`src/rtl/serial_adder_controller_if.sv`:
```
// rtl/serial_adder_controller_if.sv - request/response bundle for the bit-serial adder
//
// Purpose : groups the start/operand request and the busy/done/result response
//           of serial_adder_controller into one interface.
// Macro   : SERIAL_ADDER_SUB_EN adds the Sub_In request signal.
// Signals :
//   Start_In   requester -> adder  one-cycle start request
//   Data_A_In  requester -> adder  operand A (DATA_WIDTH bits)
//   Data_B_In  requester -> adder  operand B (DATA_WIDTH bits)
//   Carry_In   requester -> adder  carry into bit 0
//   Sub_In     requester -> adder  1 selects A minus B (SERIAL_ADDER_SUB_EN only)
//   Busy_Out   adder -> requester  high while RUN or DONE
//   Done_Out   adder -> requester  one-cycle completion pulse
//   Sum_Out    adder -> requester  last completed sum (DATA_WIDTH bits)
//   Carry_Out  adder -> requester  last completed carry out of the MSB
// Modports: master (requester side), slave (adder side).

interface serial_adder_controller_if #(
    parameter int DATA_WIDTH = 8
);
    logic                  Start_In;
    logic [DATA_WIDTH-1:0] Data_A_In;
    logic [DATA_WIDTH-1:0] Data_B_In;
    logic                  Carry_In;
`ifdef SERIAL_ADDER_SUB_EN
    logic                  Sub_In;
`endif
    logic                  Busy_Out;
    logic                  Done_Out;
    logic [DATA_WIDTH-1:0] Sum_Out;
    logic                  Carry_Out;

    modport master (
`ifdef SERIAL_ADDER_SUB_EN
        output Sub_In,
`endif
        output Start_In,
        output Data_A_In,
        output Data_B_In,
        output Carry_In,
        input  Busy_Out,
        input  Done_Out,
        input  Sum_Out,
        input  Carry_Out
    );

    modport slave (
`ifdef SERIAL_ADDER_SUB_EN
        input  Sub_In,
`endif
        input  Start_In,
        input  Data_A_In,
        input  Data_B_In,
        input  Carry_In,
        output Busy_Out,
        output Done_Out,
        output Sum_Out,
        output Carry_Out
    );
endinterface

```
`src/rtl/serial_adder_controller.sv`:
```
// rtl/serial_adder_controller.sv - bit-serial adder sequencing one full-adder cell LSB first
//
// Purpose : adds two DATA_WIDTH-bit operands plus a carry-in one bit per clock
//           using a single one-bit full-adder cell. FSM: IDLE -> RUN (DATA_WIDTH
//           cycles) -> DONE (one cycle) -> IDLE.
// Macro   : SERIAL_ADDER_SUB_EN enables Sub_In (A minus B via ~B and carry-in 1).
// Ports   :
//   Clock_In  input   single clock, rising edge
//   Reset_In  input   asynchronous, active-high reset
//   bus       slave   serial_adder_controller_if (start/operands in, busy/done/result out)
// Modules : serial_adder_full_adder (one-bit cell), serial_adder_controller (top).

module serial_adder_full_adder (
    input  logic a,
    input  logic b,
    input  logic cin,
    output logic sum,
    output logic cout
);
    assign sum  = a ^ b ^ cin;
    assign cout = (a & b) | (a & cin) | (b & cin);
endmodule

module serial_adder_controller #(
    parameter int DATA_WIDTH = 8
) (
    input  logic                      Clock_In,
    input  logic                      Reset_In,
    serial_adder_controller_if.slave  bus
);
    localparam int CNT_W = $clog2(DATA_WIDTH) + 1;
    localparam logic [CNT_W-1:0] LAST_COUNT = CNT_W'(DATA_WIDTH - 1);

    typedef enum logic [1:0] {
        ST_IDLE = 2'd0,
        ST_RUN  = 2'd1,
        ST_DONE = 2'd2
    } state_t;

    state_t state;
    state_t state_next;

    logic [DATA_WIDTH-1:0] a_shift;
    logic [DATA_WIDTH-1:0] b_shift;
    logic [DATA_WIDTH-1:0] result_shift;
    logic [DATA_WIDTH-1:0] result_next;
    logic                  carry_q;
    logic [CNT_W-1:0]      bit_count;
    logic                  last_bit;

    logic                  fa_sum;
    logic                  fa_cout;

    logic [DATA_WIDTH-1:0] b_load;
    logic                  carry_load;

    // Subtraction is A + ~B + 1; the carry-in request is ignored in that mode.
`ifdef SERIAL_ADDER_SUB_EN
    assign b_load     = bus.Sub_In ? ~bus.Data_B_In : bus.Data_B_In;
    assign carry_load = bus.Sub_In ? 1'b1 : bus.Carry_In;
`else
    assign b_load     = bus.Data_B_In;
    assign carry_load = bus.Carry_In;
`endif

    serial_adder_full_adder u_cell (
        .a    (a_shift[0]),
        .b    (b_shift[0]),
        .cin  (carry_q),
        .sum  (fa_sum),
        .cout (fa_cout)
    );

    // The counter holds the index of the bit being processed this cycle.
    assign last_bit = (bit_count == LAST_COUNT);

    // Sum bit enters at the MSB so after DATA_WIDTH shifts bit 0 sits at the LSB.
    always_comb begin
        result_next                 = result_shift >> 1;
        result_next[DATA_WIDTH-1]   = fa_sum;
    end

    always_ff @(posedge Clock_In or posedge Reset_In) begin
        if (Reset_In) begin
            state <= ST_IDLE;
        end else begin
            state <= state_next;
        end
    end

    always_comb begin
        state_next = state;
        case (state)
            ST_IDLE: begin
                if (bus.Start_In) begin
                    state_next = ST_RUN;
                end
            end
            ST_RUN: begin
                if (last_bit) begin
                    state_next = ST_DONE;
                end
            end
            ST_DONE: begin
                state_next = ST_IDLE;
            end
            default: begin
                state_next = ST_IDLE;
            end
        endcase
    end

    // Busy/Done are registered copies of the next state so no input reaches
    // an output combinationally.
    always_ff @(posedge Clock_In or posedge Reset_In) begin
        if (Reset_In) begin
            bus.Busy_Out <= 1'b0;
            bus.Done_Out <= 1'b0;
        end else begin
            bus.Busy_Out <= (state_next != ST_IDLE);
            bus.Done_Out <= (state_next == ST_DONE);
        end
    end

    always_ff @(posedge Clock_In or posedge Reset_In) begin
        if (Reset_In) begin
            a_shift       <= '0;
            b_shift       <= '0;
            result_shift  <= '0;
            carry_q       <= 1'b0;
            bit_count     <= '0;
            bus.Sum_Out   <= '0;
            bus.Carry_Out <= 1'b0;
        end else begin
            case (state)
                ST_IDLE: begin
                    if (bus.Start_In) begin
                        a_shift   <= bus.Data_A_In;
                        b_shift   <= b_load;
                        carry_q   <= carry_load;
                        bit_count <= '0;
                    end
                end
                ST_RUN: begin
                    a_shift      <= a_shift >> 1;
                    b_shift      <= b_shift >> 1;
                    result_shift <= result_next;
                    carry_q      <= fa_cout;
                    bit_count    <= bit_count + CNT_W'(1);
                    // Published only here so partial shift state never shows.
                    if (last_bit) begin
                        bus.Sum_Out   <= result_next;
                        bus.Carry_Out <= fa_cout;
                    end
                end
                default: begin
                end
            endcase
        end
    end
endmodule
```
`src/flat_wrapper.sv`:
```
// flat-port wrapper written by rule: the top's interface ports become plain ports
module serial_adder_controller_flat 
#(
    parameter int DATA_WIDTH = 8
)
  (Clock_In, Reset_In, bus_Start_In, bus_Data_A_In, bus_Data_B_In, bus_Carry_In, bus_Busy_Out, bus_Done_Out, bus_Sum_Out, bus_Carry_Out);
  serial_adder_controller_if #(.DATA_WIDTH(DATA_WIDTH)) bus_i ();
  input  logic Clock_In;
  input  logic Reset_In;
  input wire logic [$bits(bus_i.Start_In)-1:0] bus_Start_In;
  input wire logic [$bits(bus_i.Data_A_In)-1:0] bus_Data_A_In;
  input wire logic [$bits(bus_i.Data_B_In)-1:0] bus_Data_B_In;
  input wire logic [$bits(bus_i.Carry_In)-1:0] bus_Carry_In;
  output wire logic [$bits(bus_i.Busy_Out)-1:0] bus_Busy_Out;
  output wire logic [$bits(bus_i.Done_Out)-1:0] bus_Done_Out;
  output wire logic [$bits(bus_i.Sum_Out)-1:0] bus_Sum_Out;
  output wire logic [$bits(bus_i.Carry_Out)-1:0] bus_Carry_Out;
  assign bus_i.Start_In = bus_Start_In;
  assign bus_i.Data_A_In = bus_Data_A_In;
  assign bus_i.Data_B_In = bus_Data_B_In;
  assign bus_i.Carry_In = bus_Carry_In;
  assign bus_Busy_Out = bus_i.Busy_Out;
  assign bus_Done_Out = bus_i.Done_Out;
  assign bus_Sum_Out = bus_i.Sum_Out;
  assign bus_Carry_Out = bus_i.Carry_Out;
  serial_adder_controller #(.DATA_WIDTH(DATA_WIDTH)) u_core (.Clock_In(Clock_In), .Reset_In(Reset_In), .bus(bus_i));
endmodule
```
`config.mk`:
```
export PLATFORM = sky130hd
export DESIGN_NAME = serial_adder_controller_flat
export DESIGN_NICKNAME = d
export VERILOG_FILES = /design/src/rtl/serial_adder_controller_if.sv /design/src/rtl/serial_adder_controller.sv /design/src/flat_wrapper.sv
export SDC_FILE = /design/constraint.sdc
export NUM_CORES = 1
export LEC_CHECK = 0
export ABC_AREA = 1
export CAP_MARGIN = 20
export CELL_PAD_IN_SITES_DETAIL_PLACEMENT = 1
export CELL_PAD_IN_SITES_GLOBAL_PLACEMENT = 1
export CORE_MARGIN = 2
export CORE_UTILIZATION = 30
export DETAILED_ROUTE_END_ITERATION = 8
export DONT_BUFFER_PORTS = 1
export PLACE_DENSITY = 0.65
export REMOVE_ABC_BUFFERS = 1
export SYNTH_ARGS = -nofsm -noshare
export SYNTH_HDL_FRONTEND = slang
export SYNTH_HIERARCHICAL = 1
export SYNTH_SLANG_ARGS = --single-unit
export TNS_END_PERCENT = 1
```
`constraint.sdc`:
```
create_clock -name Clock_In -period 1.3 [get_ports Clock_In]
set_input_delay 0.26 -clock Clock_In [delete_from_list [all_inputs] [get_ports Clock_In]]
set_output_delay 0.26 -clock Clock_In [all_outputs]
set_load 0.01 [all_outputs]
```
-- Word level (Yosys, flattened, before mapping)
Cells that the tools add are included.
- add/sub/neg operators: 1
- multipliers: 0
- div/mod/pow operators: 0
- $lt $le $gt $ge: 0
- eq/ne operators: 4
- shift-type cells: 0
- multiplexer cells: 11
- bitwise logic cells: 7
- reductions and logical operators: 5
- operator list (cell ; number):
    case mux 8 bit (2 select lines) ; 2
    two-way mux 8 bit ; 2
    case mux 4 bit (2 select lines) ; 1
    adder 4 x 1 -> 4 bit, second input constant ; 1
    == test 4 x 3 -> 1 bit, second input constant ; 1
    two-way mux 2 bit ; 2
    two-way mux 4 bit ; 1
    case mux 2 bit (2 select lines) ; 1
    AND reduction 2 bit ; 2
    nonzero test 2 bit ; 2
    bitwise AND 1 bit ; 3
    == test 2 x 1 -> 1 bit, second input constant ; 1
    == test 2 bit, second input constant ; 1
    zero test 2 bit ; 1
    != test 2 bit, second input constant ; 1
    OR 1 bit ; 2
    case mux 1 bit (2 select lines) ; 1
    bitwise XOR 1 bit ; 2
    two-way mux 1 bit ; 1
- register bits: 42
- latch bits: 0
- RAM bits: 0
- bits in read-only memories: 0
- memories: 0

-- Depth between registers and ports, before layout
- word-level depth: 4
- mapped depth: 6

-- Modules after synthesis
Netlist, hierarchy kept.
- modules (own cells, without submodules) (module ; times used ; cells each ; area an instance (um^2) ; seq. area each (um^2)):
    serial_adder_controller ; 1 ; 195 ; 1721.7 ; 1026.0
    serial_adder_full_adder ; 1 ; 1 ; 20.0 ; 0.0

-- Least setup slack after synthesis
OpenSTA, ideal clock, no wires.
- kind: reg-to-reg
- start: reg u_core.bit_count[0]
- end: reg u_core.bus.Sum_Out[7]
- library setup time: 0.117 ns
- arrival: 0.997 ns
- data required time: 1.183 ns
- slack: 0.187 ns
- cell stages (with the launch flop): 7
- period minus slack after synthesis: 1.113 ns
- path through: dfrtp_1 > ha_1 > nand2_1 > nor2_1 > nand2_2 > nand2_1 > nand2_1
- longest elaborated chain between the ends: 2
- RTL lines (item ; RTL line ; text):
    from (decl) ; serial_adder_controller.sv:48 ; logic [CNT_W-1:0] bit_count;
    from (signal assigned) ; serial_adder_controller.sv:149 ; bit_count <= bit_count + CNT_W'(1);
    == test 4 x 3 -> 1 bit ; serial_adder_controller.sv:75 ; assign last_bit = (bit_count == LAST_COUNT);
    AND reduction 2 bit (no source line) ; -- ;
    to (signal assigned) ; serial_adder_controller.sv:152 ; bus.Sum_Out <= result_next;
    to (decl) ; serial_adder_controller_if.sv:57 ; output Sum_Out,
No other way between the ends.
A chain may end at the register's enable or synchronous reset.

-- Worst setup path after layout
- start: reg u_core.bit_count[1]
- end: reg u_core.bus.Sum_Out[0]
Same word-level chain as after synthesis.

==> results.ini <==
[status]
run_status=completed

[die]
die_area_mm2=0.006431
rows=27
core_area_mm2=0.005540
io_pins=31
die_x_um=80.20
die_h_um=80.20
start_util=0.3144

[grt]
first_global_vias=1397
track_usage=0.1369
overflow=0
grt_pass1_wl_um=6679
antenna_found_initial=0
grt_max_degree=35

[timing]
skew_ns=0.008412
tns_ns=0
relSlewSlack=0.7657
post-route-period-util=0.9584
finalCriticalPeriod_ns=1.246
worst-slew-pin-transition_ns=0.3511
max_freq_mhz=802.6
setup_violations=0
finalHoldViolations=0
drv_slew=0
rsz0062_at_grt=yes

[layout]
fillers=669
antenna_cells=0
fin_nets=229
postLayoutCellArea_mm2=0.001991
drive_gt1_frac=0.1346
final_common_cell=nand2_1
final-seq-area_mm2=0.001026
area.growth.synth_to_final_pct=14.30
multi_input_area_um2=656.9
final_cell_mix=nand2_1, dfrtp_1, nand3_1

[route]
post_drt_wl_per_cell_um=14.59
via_per_inst=4.696
drt-initial-drc-count=43
postRouteWirelength_um=4086
drcViolationCount=0
drtPass1Iterations=4
vias=1315
ant_nets=0

[critical_path]
path_buf_inv=0
cp_max_fo=5
cpMostUsedCell=nand2_1
endpoint_kind=register
max_stage_delay_ns=0.39
cpLargestDelayFamily=simple AND/OR/NAND/NOR gates
critPathKind=register to register
worstPathRequired_ns=1.49
crit_arrival_ns=1.43
startpoint_type=register
path_cells=ha_2, nand2_1, nor2_4, nand2_2, nand2_1, nand2_1
crit_path_top_delay_cell=dfrtp_1

[clock_tree]
path_clk_slew_ns=0.08
cts_root_buf=clkbuf_8
cts_sinks=41
cts_tree=done
clockBufferDepth=2
numCtsBuffers=5
h-tree-depth=2
clk_latency_ns=0.29
cts_setup_buffers=0

[power_and_ir_drop]
finalPower_mw=4.836
vdd_drop_max_v=0.0007636
cellLeakagePower_nw=0.9977
p_per_area_mw_per_mm2=2429

[synthesis]
synthDistinctLibCells=18
synth_seq_cells=41
synth_top_area_share=0.5891
synth_top_area_cell=dfrtp_1
avgSynthCellArea_um2=8.886
yosysWarnings=6
yosysSeqAreaShare=0.5891
synthTopCellsByArea=dfrtp_1, nand2_1, nand3_1
netlist_area_mm2=0.001742
syn_inst=196

[flow_run]
max_cap_viol_count=0

[place]
dp_hpwl_um=2585
routabilityCongestion=0.7515
port_buffers=0
placed_area_mm2=0.001846

[hold_path]
worstHoldPathType=input port to register

-- cell type report --
| class | count | share of cell area |
|---|---|---|
| Sequential cell | 41 | 0.5154 |
| Clock buffer | 7 | 0.04840 |
| Multi-Input combinational cell | 143 | 0.3300 |
| Inverter | 6 | 0.01131 |
| Clock inverter | 1 | 0.002514 |
| Timing Repair Buffer | 10 | 0.04714 |
| Tap cell | 72 | 0.04525 |
-- sequential cells by signal, summed over array words and instances (netlist names) --
register	cells
u_core/bus.Carry_Out	1
u_core/state	2
u_core/a_shift	8
u_core/bus.Busy_Out	1
u_core/bus.Sum_Out	8
u_core/bit_count	4
u_core/b_shift	8
u_core/carry_q	1
u_core/result_shift	7
u_core/bus.Done_Out	1
-- path summary, 6_finish.rpt --
| path | startpoint | to | slack (ns) | cells after the start |
|---|---|---|---|---|
| worst max-delay path | u_core/bit_count[1] | u_core/bus.Sum_Out[0] | 0.05 | 6 |
| worst min-delay path | bus_Data_A_In[0] | u_core/a_shift[0] | 0.08 | 2 |
| worst max register to register | u_core/bit_count[1] | u_core/bus.Sum_Out[0] | 0.05 | 6 |
| worst min register to register | u_core/result_shift[1] | u_core/bus.Sum_Out[0] | 0.49 | 2 |
| max in group asynchronous | Reset_In | u_core/b_shift[6] | 0.44 | 3 |
| min in group asynchronous | Reset_In | u_core/bus.Sum_Out[3] | 0.36 | 2 |
-- power breakdown --
| part | internal [mW] | leakage [nW] | switching [mW] | total [mW] |
|---|---|---|---|---|
| registers | 1.80 | 0.531 | 0.429 | 2.23 |
| clock network | 0.480 | 0.0542 | 0.440 | 0.920 |
| logic | 0.625 | 0.413 | 1.06 | 1.69 |
| total | 2.90 | 0.998 | 1.93 | 4.84 |
-- metal layers --
metal  wire, µm  vias up  GRT usage  part of all wire
met5          0        -          0                 0
li1           -      646          -                 -
met2       1837       33     0.2108              0.45
met3        245        5    0.04607             0.060
met4         48        0    0.06102             0.012
met1       1955      631     0.1736              0.48
-- synthesized netlist by cell type, drive strengths merged --
library cell,n
nand2,90
nand3,38
clkbuf,1
a21oi,1
nand4,1
ha,1
dfrtp,41
buf,7
o21ai,3
inv,6
nor2,6
fa,1
-- metrics by stage --
stage | hold slack [ns] | cells | utilization | worst slack (ns)
floorplan | 0.3696 | 188 | - | -0.1032
global placement | 0.1241 | 269 | 0.3331 | 0.1104
detailed placement | 0.1325 | 269 | 0.3331 | 0.04724
CTS | 0.06876 | 278 | 0.3532 | 0.02561
global route | 0.07922 | 280 | 0.3593 | -0.04174
finish | 0.07932 | 280 | 0.3593 | 0.05412
-- timing repair --
item                                    4_1_cts  5_1_grt
hold endpoints to repair                      7        0
hold buffers                                  1        0
gates resized for setup                       0        7
endpoints found under the setup margin        0        9
-- kinds of logic after synthesis --
group / share of synthesized area
and+or+nand+nor: 0.3297
DFF: 0.5891
buffers and inverters: 0.05100
AOI/OAI and AO/OA: 0.01149
adders and majority gates: 0.01868
No activity file was read; power rests on OpenSTA's default activity.
